### config.mk
export PLATFORM = sky130hd
export DESIGN_NAME = mem_port_arbiter
export DESIGN_NICKNAME = d
export VERILOG_FILES = /design/src/rtl/mem_arb_pkg.sv /design/src/rtl/mem_arb_age_counter.sv /design/src/rtl/mem_port_arbiter.sv
export SDC_FILE = /design/constraint.sdc
export NUM_CORES = 1
export LEC_CHECK = 0
export ABC_CLOCK_PERIOD_IN_PS = 2100
export CAP_MARGIN = 20
export CORE_AREA = 4 4 119 121
export DETAILED_ROUTE_END_ITERATION = 6
export DIE_AREA = 0 0 123 125
export GPL_TIMING_DRIVEN = 1
export SYNTH_ARGS = -nofsm -noshare
export SYNTH_HDL_FRONTEND = slang
export SYNTH_SLANG_ARGS = --single-unit
### constraint.sdc
create_clock -name clk -period 2.1 [get_ports clk]
set_input_delay 0.525 -clock clk [delete_from_list [all_inputs] [get_ports clk]]
set_output_delay 0.525 -clock clk [all_outputs]
set_load 0.05 [all_outputs]
### src/rtl/mem_arb_pkg.sv
// Shared types and constants for the RAM port B arbiter.
// Optional starvation guard for requester 1 is enabled by defining ARB_STARVE_GUARD_EN.
`timescale 1ns/1ps
package mem_arb_pkg;

    typedef enum logic {
        INIT = 1'b0,
        RUN  = 1'b1
    } arb_state_e;

    localparam logic       REQ_CORE   = 1'b0;
    localparam logic       REQ_LOADER = 1'b1;
    localparam logic [3:0] BE_READ    = 4'b0000;

    localparam int unsigned DEFAULT_INIT_CYCLES = 4;
    localparam int unsigned DEFAULT_MAX_WAIT    = 8;

    // Width of a counter holding values 0..n-1, never narrower than one bit.
    function automatic int unsigned cnt_width(input int unsigned n);
        return (n > 1) ? $clog2(n) : 1;
    endfunction

endpackage

### src/rtl/mem_arb_age_counter.sv
// Counts the cycles requester 1 has been held off; fire_o hands it the next contended cycle.
// Only instantiated when ARB_STARVE_GUARD_EN is defined.
`timescale 1ns/1ps
module mem_arb_age_counter
    import mem_arb_pkg::*;
#(
    parameter int unsigned MAX_WAIT = DEFAULT_MAX_WAIT
) (
    input  logic clk_i,
    input  logic rst_ni,
    input  logic waiting_i,
    input  logic clear_i,
    output logic fire_o
);

    localparam int unsigned CntW = cnt_width(MAX_WAIT + 1);
    localparam logic [CntW-1:0] CntMax = CntW'(MAX_WAIT);

    logic [CntW-1:0] cnt_q, cnt_d;

    always_comb begin
        cnt_d = cnt_q;
        if (clear_i) begin
            cnt_d = '0;
        end else if (waiting_i && (cnt_q != CntMax)) begin
            cnt_d = cnt_q + 1'b1;
        end
    end

    always_ff @(posedge clk_i or negedge rst_ni) begin
        if (!rst_ni) begin
            cnt_q <= '0;
        end else begin
            cnt_q <= cnt_d;
        end
    end

    assign fire_o = (cnt_q == CntMax);

endmodule

### src/rtl/mem_port_arbiter.sv
// Arbitrates RAM port B between the core LSU (req0) and the loader/debug master (req1),
// sequences RAM init after reset and routes read data back. Macro: ARB_STARVE_GUARD_EN.
`timescale 1ns/1ps
module mem_port_arbiter
    import mem_arb_pkg::*;
#(
    parameter int unsigned INIT_CYCLES = DEFAULT_INIT_CYCLES,
    parameter int unsigned MAX_WAIT    = DEFAULT_MAX_WAIT
) (
    input  logic        clk,
    input  logic        reset,
    input  logic        req0_valid,
    input  logic [31:0] req0_addr,
    input  logic [31:0] req0_wdata,
    input  logic [3:0]  req0_be,
    output logic        req0_ready,
    input  logic        req1_valid,
    input  logic [31:0] req1_addr,
    input  logic [31:0] req1_wdata,
    input  logic [3:0]  req1_be,
    output logic        req1_ready,
    output logic        rsp0_valid,
    output logic [31:0] rsp0_rdata,
    output logic        rsp1_valid,
    output logic [31:0] rsp1_rdata,
    output logic        ram_reset,
    output logic [31:0] ram_addr,
    output logic [3:0]  ram_web,
    output logic [31:0] ram_din,
    input  logic [31:0] ram_dout
);

    localparam int unsigned InitW = cnt_width(INIT_CYCLES);
    localparam logic [InitW-1:0] InitLast = InitW'(INIT_CYCLES - 1);

    arb_state_e       state_q, state_d;
    logic [InitW-1:0] init_cnt_q, init_cnt_d;
    logic             pend_q, pend_d;
    logic             owner_q, owner_d;
    logic             wr_q, wr_d;

    logic run;
    logic gnt0, gnt1;
    logic starve_fire;

    always_comb begin
        state_d    = state_q;
        init_cnt_d = init_cnt_q;
        if (state_q == INIT) begin
            if (init_cnt_q == InitLast) begin
                state_d = RUN;
            end else begin
                init_cnt_d = init_cnt_q + 1'b1;
            end
        end
    end

    assign run       = (state_q == RUN);
    assign ram_reset = (state_q == INIT);

`ifdef ARB_STARVE_GUARD_EN
    mem_arb_age_counter #(
        .MAX_WAIT (MAX_WAIT)
    ) u_age_counter (
        .clk_i     (clk),
        .rst_ni    (reset),
        .waiting_i (run && req1_valid && !gnt1),
        .clear_i   (!req1_valid || gnt1),
        .fire_o    (starve_fire)
    );
`else
    assign starve_fire = 1'b0;
`endif

    // Requester 0 has priority unless requester 1 has aged out.
    assign gnt0 = run && req0_valid && !(req1_valid && starve_fire);
    assign gnt1 = run && req1_valid && (!req0_valid || starve_fire);

    assign req0_ready = gnt0;
    assign req1_ready = gnt1;

    // Idle cycles present a read of word 0 whose result is dropped.
    always_comb begin
        ram_addr = '0;
        ram_din  = '0;
        ram_web  = BE_READ;
        if (gnt0) begin
            ram_addr = req0_addr;
            ram_din  = req0_wdata;
            ram_web  = req0_be;
        end else if (gnt1) begin
            ram_addr = req1_addr;
            ram_din  = req1_wdata;
            ram_web  = req1_be;
        end
    end

    always_comb begin
        pend_d  = gnt0 || gnt1;
        owner_d = gnt1 ? REQ_LOADER : REQ_CORE;
        wr_d    = (ram_web != BE_READ);
    end

    always_ff @(posedge clk or negedge reset) begin
        if (!reset) begin
            state_q    <= INIT;
            init_cnt_q <= '0;
            pend_q     <= 1'b0;
            owner_q    <= REQ_CORE;
            wr_q       <= 1'b0;
        end else begin
            state_q    <= state_d;
            init_cnt_q <= init_cnt_d;
            pend_q     <= pend_d;
            owner_q    <= owner_d;
            wr_q       <= wr_d;
        end
    end

    assign rsp0_valid = pend_q && (owner_q == REQ_CORE);
    assign rsp1_valid = pend_q && (owner_q == REQ_LOADER);
    assign rsp0_rdata = (rsp0_valid && !wr_q) ? ram_dout : '0;
    assign rsp1_rdata = (rsp1_valid && !wr_q) ? ram_dout : '0;

endmodule

==> flow_metrics.env, run 1 <==
export IMPL_postLayoutCoreUtil_pct=53.8
export IMPL_register_area_um2=150
export IMPL_grt_pass1_vias=3095
export IMPL_cp_arrival_ns=1.64
export IMPL_mostFrequentLayoutCells="clkdlybuf4s50_1 (169), buf_12 (139), and2_1 (65)"
export IMPL_cp_num_buf_inv=4
export IMPL_syn_to_final_growth_pct=417
export IMPL_cp_required_ns=1.57
export IMPL_max_cap_violations=0
export IMPL_hp_start="init_cnt_q[0]"
export IMPL_violations="negative setup slack"
export IMPL_post_route_period_util_pct=103
export IMPL_period_needed_ns=2.16
export IMPL_drive_above_1_share_pct=48.4
export IMPL_dr_pass1_iters=4
export IMPL_io_pins=309
export IMPL_final_common_cell="clkdlybuf4s50_1"
export IMPL_antenna_left=0
export IMPL_ctsHoldBuffers=0
export IMPL_cp_start_kind="input port"
export IMPL_cp_cell_sequence="buf_8 -> and2b_4 -> and2_4 -> buf_12 -> buf_16 -> a22o_1 -> buf_12"
export IMPL_place_gp_congestion=0.907
export IMPL_seq_area_frac_synth_pct=11.0
export IMPL_finalPower_uw=2340
export IMPL_path_common_cell="buf_12"
export IMPL_slew_limit_headroom_pct=82.6
export IMPL_power_density_nw_per_um2=333
export IMPL_cts_root_buf="clkbuf_16"
export IMPL_leakage_uw=0.00294
export IMPL_routed_wl_um=13100
export IMPL_status="complete, but fails checks"
export IMPL_rows=42
export IMPL_cts_max_level=1
export IMPL_pre_cts_slack_ns=-0.486
export IMPL_initialDrtViolationCount=77
export IMPL_portBuffers=308
export IMPL_antenna_found_initial=0
export IMPL_dieArea_um2=15400
export IMPL_fmax_mhz=462
export IMPL_met2_usage_pct=29.8
export IMPL_reg2reg_setup_slack_ns=0.21
export IMPL_die_y_um=125
export IMPL_crit_path_end_kind="output port"
export IMPL_busiest_layer="met2"
export IMPL_cts_tree="done"
export IMPL_rsz0062_at_grt="true"
export IMPL_worstHoldPathCells=1
export IMPL_fin_cells=670
export IMPL_n_antenna_cell=0
export IMPL_grtUsageTotal_pct=15.3
export IMPL_r2r_cells=5
export IMPL_cts_made_buffers=3
export IMPL_num_fill_cells=1065
export IMPL_tightest_slew_ns=0.261
export IMPL_avgSynthCellArea_um2=7.78
export IMPL_crit_fanout=6
export IMPL_path_clk_slew_ns=0.03
export IMPL_hold_path_class="register to register"
export IMPL_r2r_end="wr_q"
export IMPL_final_nets=669
export IMPL_syn_num_nets=348
export IMPL_die_w_um=123
export IMPL_post_route_drc_count=0
export IMPL_clockBufferDepth=2
export IMPL_synth_warnings=0
export IMPL_setup_viol=64
export IMPL_worst_ir_drop_vdd_mv=0.204
export IMPL_maxSlewViolCount=0
export IMPL_critPathSlowestCell="and2b_4"
export IMPL_dpl_hpwl_um=10100
export IMPL_cp_top_family="buffers and inverters"
export IMPL_grt_max_degree=33
export IMPL_netlist_instances=175
export IMPL_placed_cells=648
export IMPL_reg2reg_from="run"
export IMPL_start_util_pct=10.4
export IMPL_clk_latency_ns=0.23
export IMPL_whs_endpoint="init_cnt_q[0]"
export IMPL_met1_usage_pct=15.5
export IMPL_synth_area_um2=1360
export IMPL_grt_pass1_wl_um=18300
export IMPL_ys_ff_latch=6
export IMPL_setup_ws_ns=-0.0630
export IMPL_criticalPathCategory="input port to output port"
export IMPL_cts_sinks=6
export IMPL_critPathMaxStageDelay_ns=0.24
export IMPL_synthDistinctLibCells=17
export IMPL_post_drt_wl_per_cell_um=19.6
export IMPL_hold_viol=0
export IMPL_overflow=0
export IMPL_viasPerCell=4.21
export IMPL_clock_skew_ns=0.000512
export IMPL_multiInputGateArea_um2=1660
export IMPL_vias=2824
export IMPL_grtUsageMet3_pct=4.20
export IMPL_coreArea_um2=13100
[routing by layer]
metal  vias to the layer above  part of all wire [%]
met5                         -                     0
met4                         0                   2.4
met3                        27                   9.9
met2                       194                    55
met1                      1298                    33
li1                       1305                     -
[cells by family after synthesis]
group | after synthesis | share of synthesized area [%]
multiplexers | 1 | 0.827
AND/OR/NAND/NOR | 75 | 34.6
adder cells (fa/ha/maj) | 1 | 0.919
buffers and inverters | 23 | 7.90
flip-flops | 6 | 11.0
AO/OA/AOI/OAI | 68 | 44.1
XOR/XNOR | 1 | 0.643
[state kept, by name (all words and copies together), names as in the netlist]
signal and cells:
run 1, owner_q 1, pend_q 1, wr_q 1, init_cnt_q 2
[how the worst max path moves through the flow]
stage | startpoint | endpoint | slack, ns | depth (start not counted)
floorplan | req0_valid | ram_addr[0] | 0.01 | 5
global placement | req0_valid | ram_din[10] | -0.45 | 6
detailed placement | req0_valid | ram_din[19] | -0.49 | 6
CTS | req0_valid | ram_din[11] | -0.07 | 7
global route | run | ram_addr[25] | -0.11 | 6
finish | req0_valid | ram_din[2] | -0.06 | 7
[cells in the mapped netlist (all sizes together)]
library cell,number,area [um2]
a32o,4,40.0
and2,67,419
dfrtp,6,150
and3b,1,8.76
xor2,1,8.76
or4,1,7.51
mux2,1,11.3
ha,1,12.5
clkbuf,9,33.8
inv,2,7.51
nor3b,1,7.51
nor2b,1,6.26
a22o,64,561
and2b,1,10.0
nor2,3,11.3
buf,12,66.3
[area by class of cell]
class / instances / share of cell area (%)
Tap cell: 176 / 3.13
Clock buffer: 3 / 1.07
Sequential cell: 6 / 2.13
Multi-Input combinational cell: 146 / 23.6
Inverter: 2 / 0.107
Timing Repair Buffer: 337 / 70.0
[timing repair]
item	CTS	global route
setup buffers	6	2
pin swaps	4	4
resized for setup	61	22
setup endpoints to repair	70	65
gates cloned	6	5
[through the flow]
step,TNS (ns),hold WS (ns),cell area [um2]
2_1_floorplan,0,0.229,1450
3_3_place_gp,-29.27,0.463,6100
3_5_place_dp,-30.78,0.467,6100
6_report,-2.65,0.497,7040
4_1_cts,-2.95,0.508,6760
5_1_grt,-5.41,0.529,7040
[where the power goes]
part / total (uW) / switching (uW) / leakage, uW / internal, uW
Sequential: 123 / 2.68 / 0.0000593 / 120
Combinational: 1910 / 858 / 0.00285 / 1050
Clock: 309 / 64.4 / 0.0000370 / 244
Total: 2340 / 925 / 0.00294 / 1420
[worst reg2reg max path, cell delays in order, from the launching register on]
cell and delay (ns):
dfrtp_1 0.38, buf_4 0.15, and2_4 0.18, buf_6 0.16, a32o_1 0.25, or4_1 0.60
No activity file was read; power rests on OpenSTA's default activity.
==> run 2: changes to the inputs <==
--- a/config.mk
+++ b/config.mk
@@ -13,4 +13,5 @@
 export GPL_TIMING_DRIVEN = 1
 export SYNTH_ARGS = -nofsm -noshare
 export SYNTH_HDL_FRONTEND = slang
+export SYNTH_HIERARCHICAL = 1
 export SYNTH_SLANG_ARGS = --single-unit
==> results of run 2 <==
Same layout as run 1: the final DEF is identical, and so are final timing and power.
Among the figures that moved: Yosys warning count 0 -> 6
==> run 3: changes to the inputs <==
--- a/config.mk
+++ b/config.mk
@@ -5,11 +5,12 @@
 export SDC_FILE = /design/constraint.sdc
 export NUM_CORES = 1
 export LEC_CHECK = 0
+export ABC_AREA = 1
 export ABC_CLOCK_PERIOD_IN_PS = 2100
 export CAP_MARGIN = 20
-export CORE_AREA = 4 4 119 121
+export CORE_AREA = 4 4 117 119
 export DETAILED_ROUTE_END_ITERATION = 6
-export DIE_AREA = 0 0 123 125
+export DIE_AREA = 0 0 121 123
 export GPL_TIMING_DRIVEN = 1
 export SYNTH_ARGS = -nofsm -noshare
 export SYNTH_HDL_FRONTEND = slang
==> run 3 against run 2 <==
  * The flow now finishes without violations
  * Via count grew 18%
  * Count of clock-buffer cells in the layout is the same
  * Maximum frequency grew 6.0%
  * Routed wire length grew 1.3%
  * Total power shrank 6.7%
  * Utilization grew 0.30 points
  * Sequential power is essentially flat
  * Register-to-register slack gained 0.44 ns
  * Largest power group unchanged
  * Highest routed layer is now met5
==> flow_metrics.env, run 3 <==
export IMPL_status="completed"
export IMPL_yosysTopAreaCellShare_pct=50.1
export IMPL_ctsHoldBuffers=0
export IMPL_syn_num_nets=524
export IMPL_path_clk_slew_ns=0.03
export IMPL_fin_cells=840
export IMPL_hp_start="init_cnt_q[1]"
export IMPL_worst_ir_drop_vdd_mv=0.251
export IMPL_clk_latency_ns=0.22
export IMPL_post_route_period_util_pct=97.2
export IMPL_rsz0062_at_grt="false"
export IMPL_post_route_drc_count=0
export IMPL_synth_area_leaders="nand2_1 (50%), nor2_1 (16%), dfrtp_1 (9.6%)"
export IMPL_reg2reg_from="run"
export IMPL_reg2reg_setup_slack_ns=0.65
export IMPL_cp_start_kind="input port"
export IMPL_clockBufferDepth=2
export IMPL_portBuffers=308
export IMPL_io_pins=309
export IMPL_tightest_slew_ns=0.344
export IMPL_setup_viol=0
export IMPL_synth_edf_count=0
export IMPL_grt_pass1_vias=3416
export IMPL_hold_path_class="register to register"
export IMPL_netlist_instances=351
export IMPL_regMostFlops="init_cnt_q"
export IMPL_r2r_cells=8
export IMPL_cp_arrival_ns=1.52
export IMPL_cp_cell_sequence="clkdlybuf4s50_1 -> nand4_1 -> nand2_2 -> buf_12"
export IMPL_cts_sinks=6
export IMPL_dr_pass1_iters=4
export IMPL_maxSlewViolCount=0
export IMPL_final_common_cell="clkdlybuf4s50_1"
export IMPL_initialDrtViolationCount=115
export IMPL_n_antenna_cell=0
export IMPL_overflow=0
export IMPL_r2r_end="wr_q"
export IMPL_coreArea_um2=12600
export IMPL_ys_ff_latch=6
export IMPL_cts_tree="done"
export IMPL_post_drt_wl_per_cell_um=15.8
export IMPL_yosysTopAreaCell="nand2_1"
export IMPL_cts_made_buffers=3
export IMPL_dpl_hpwl_um=10900
export IMPL_seq_area_frac_synth_pct=9.64
export IMPL_worstHoldPathCells=2
export IMPL_antenna_left=0
export IMPL_leakage_uw=0.00311
export IMPL_start_util_pct=12.4
export IMPL_grt_max_degree=33
export IMPL_finalPower_uw=2190
export IMPL_mostFrequentLayoutCells="clkdlybuf4s50_1 (169), nand2_1 (153), buf_12 (142)"
export IMPL_antenna_found_initial=1
export IMPL_crit_path_end_kind="output port"
export IMPL_crit_fanout=2
export IMPL_cts_max_level=1
export IMPL_die_y_um=123
export IMPL_synthArstFlopShare_pct=100
export IMPL_grtUsageTotal_pct=16.4
export IMPL_power_density_nw_per_um2=322
export IMPL_syn_to_final_growth_pct=336
export IMPL_synth_area_um2=1560
export IMPL_placed_cells=823
export IMPL_largest_reg_flops=2
export IMPL_routed_wl_um=13300
export IMPL_critPathMaxStageDelay_ns=0.51
export IMPL_cp_startpoint="req1_be[0]"
export IMPL_placed_cell_area_um2=6320
export IMPL_criticalPathCategory="input port to output port"
export IMPL_place_gp_congestion=0.766
export IMPL_vias=3342
export IMPL_max_cap_violations=0
export IMPL_grt_pass1_wl_um=18900
export IMPL_drive_above_1_share_pct=38.9
export IMPL_pre_cts_slack_ns=-0.274
export IMPL_holdWs_ns=0.477
export IMPL_synth_common_cells="nand2_1 (208), nor2_1 (68), inv_1 (37), buf_2 (10), buf_6 (7)"
export IMPL_cp_required_ns=1.57
export IMPL_dieArea_um2=14900
export IMPL_rows=41
export IMPL_synthDistinctLibCells=13
export IMPL_viasPerCell=3.98
export IMPL_die_w_um=121
export IMPL_fmax_mhz=490
export IMPL_avgSynthCellArea_um2=4.44
export IMPL_yosysMostFrequentCell="nand2_1"
export IMPL_setup_ws_ns=0.0592
export IMPL_critPathSlowestCell="clkdlybuf4s50_1"
export IMPL_final_nets=843
export IMPL_postLayoutCellArea_um2=6800
export IMPL_clock_skew_ns=0.000536
export IMPL_slew_limit_headroom_pct=77.1
export IMPL_cts_root_buf="clkbuf_16"
export IMPL_period_needed_ns=2.04
export IMPL_hold_viol=0
export IMPL_whs_endpoint="init_cnt_q[1]"
export IMPL_synth_flop_cell="dfrtp_1"
export IMPL_synth_warnings=6
-- run 3: through the flow --
step | TNS [ns] | utilization [%]
2_1_floorplan | -8.51 | -
3_3_place_gp | -14.55 | 50.3
3_5_place_dp | -15.94 | 50.3
4_1_cts | 0 | 53.9
5_1_grt | 0 | 54.1
6_report | 0 | 54.1
-- run 3: layout make-up --
cell class / count / area, um2
clock buffers: 3 / 75.1
multi-input cells: 284 / 1370
fillers: 1100 / 5770
flip-flops and latches: 6 / 151
well taps: 172 / 215
inverters: 40 / 163
repair buffers: 335 / 4830
-- run 3: critical path: cells and delay by family --
kind | cells | cell delay [ns]
buffers and inverters | 2 | 0.65
AND/OR/NAND/NOR | 2 | 0.33
-- run 3: what timing repair did --
item / 4_1_cts / 5_1_grt
gates resized for setup: 60 / 15
gates cloned: 5 / 0
buffers inserted: 8 / 2
pin swaps: 2 / 2
endpoints found under the setup margin: 70 / 47
-- run 3: per-layer routing --
| layer | routed length (um) | vias up | share of wire (%) | GRT usage [%] |
|---|---|---|---|---|
| met5 | 12 | - | 0.090 | 0 |
| li1 | - | 1643 | - | - |
| met4 | 194 | 2 | 1.5 | 3.26 |
| met3 | 1160 | 14 | 8.7 | 4.57 |
| met1 | 4520 | 1492 | 34 | 16.9 |
| met2 | 7410 | 191 | 56 | 32.9 |
-- run 3: cell families after synthesis --
group / after synthesis / share of synthesized area (%)
xor+xnor: 1 / 0.562
fa+ha+maj: 1 / 0.803
buf+inv: 61 / 19.8
flops: 6 / 9.64
simple gates: 282 / 69.2
-- run 3: how the worst max path moves through the flow --
stage / end
3_3_place_gp: ram_addr[22]
3_5_place_dp: ram_addr[2]
2_1_floorplan: rsp1_rdata[10]
6_report: ram_web[0]
5_1_grt: ram_web[0]
4_1_cts: ram_addr[26]
-- run 3: report_power, final --
group	internal, uW	switching, uW
Clock	244	57.6
Sequential	120	1.81
Combinational	905	859
Total	1270	919
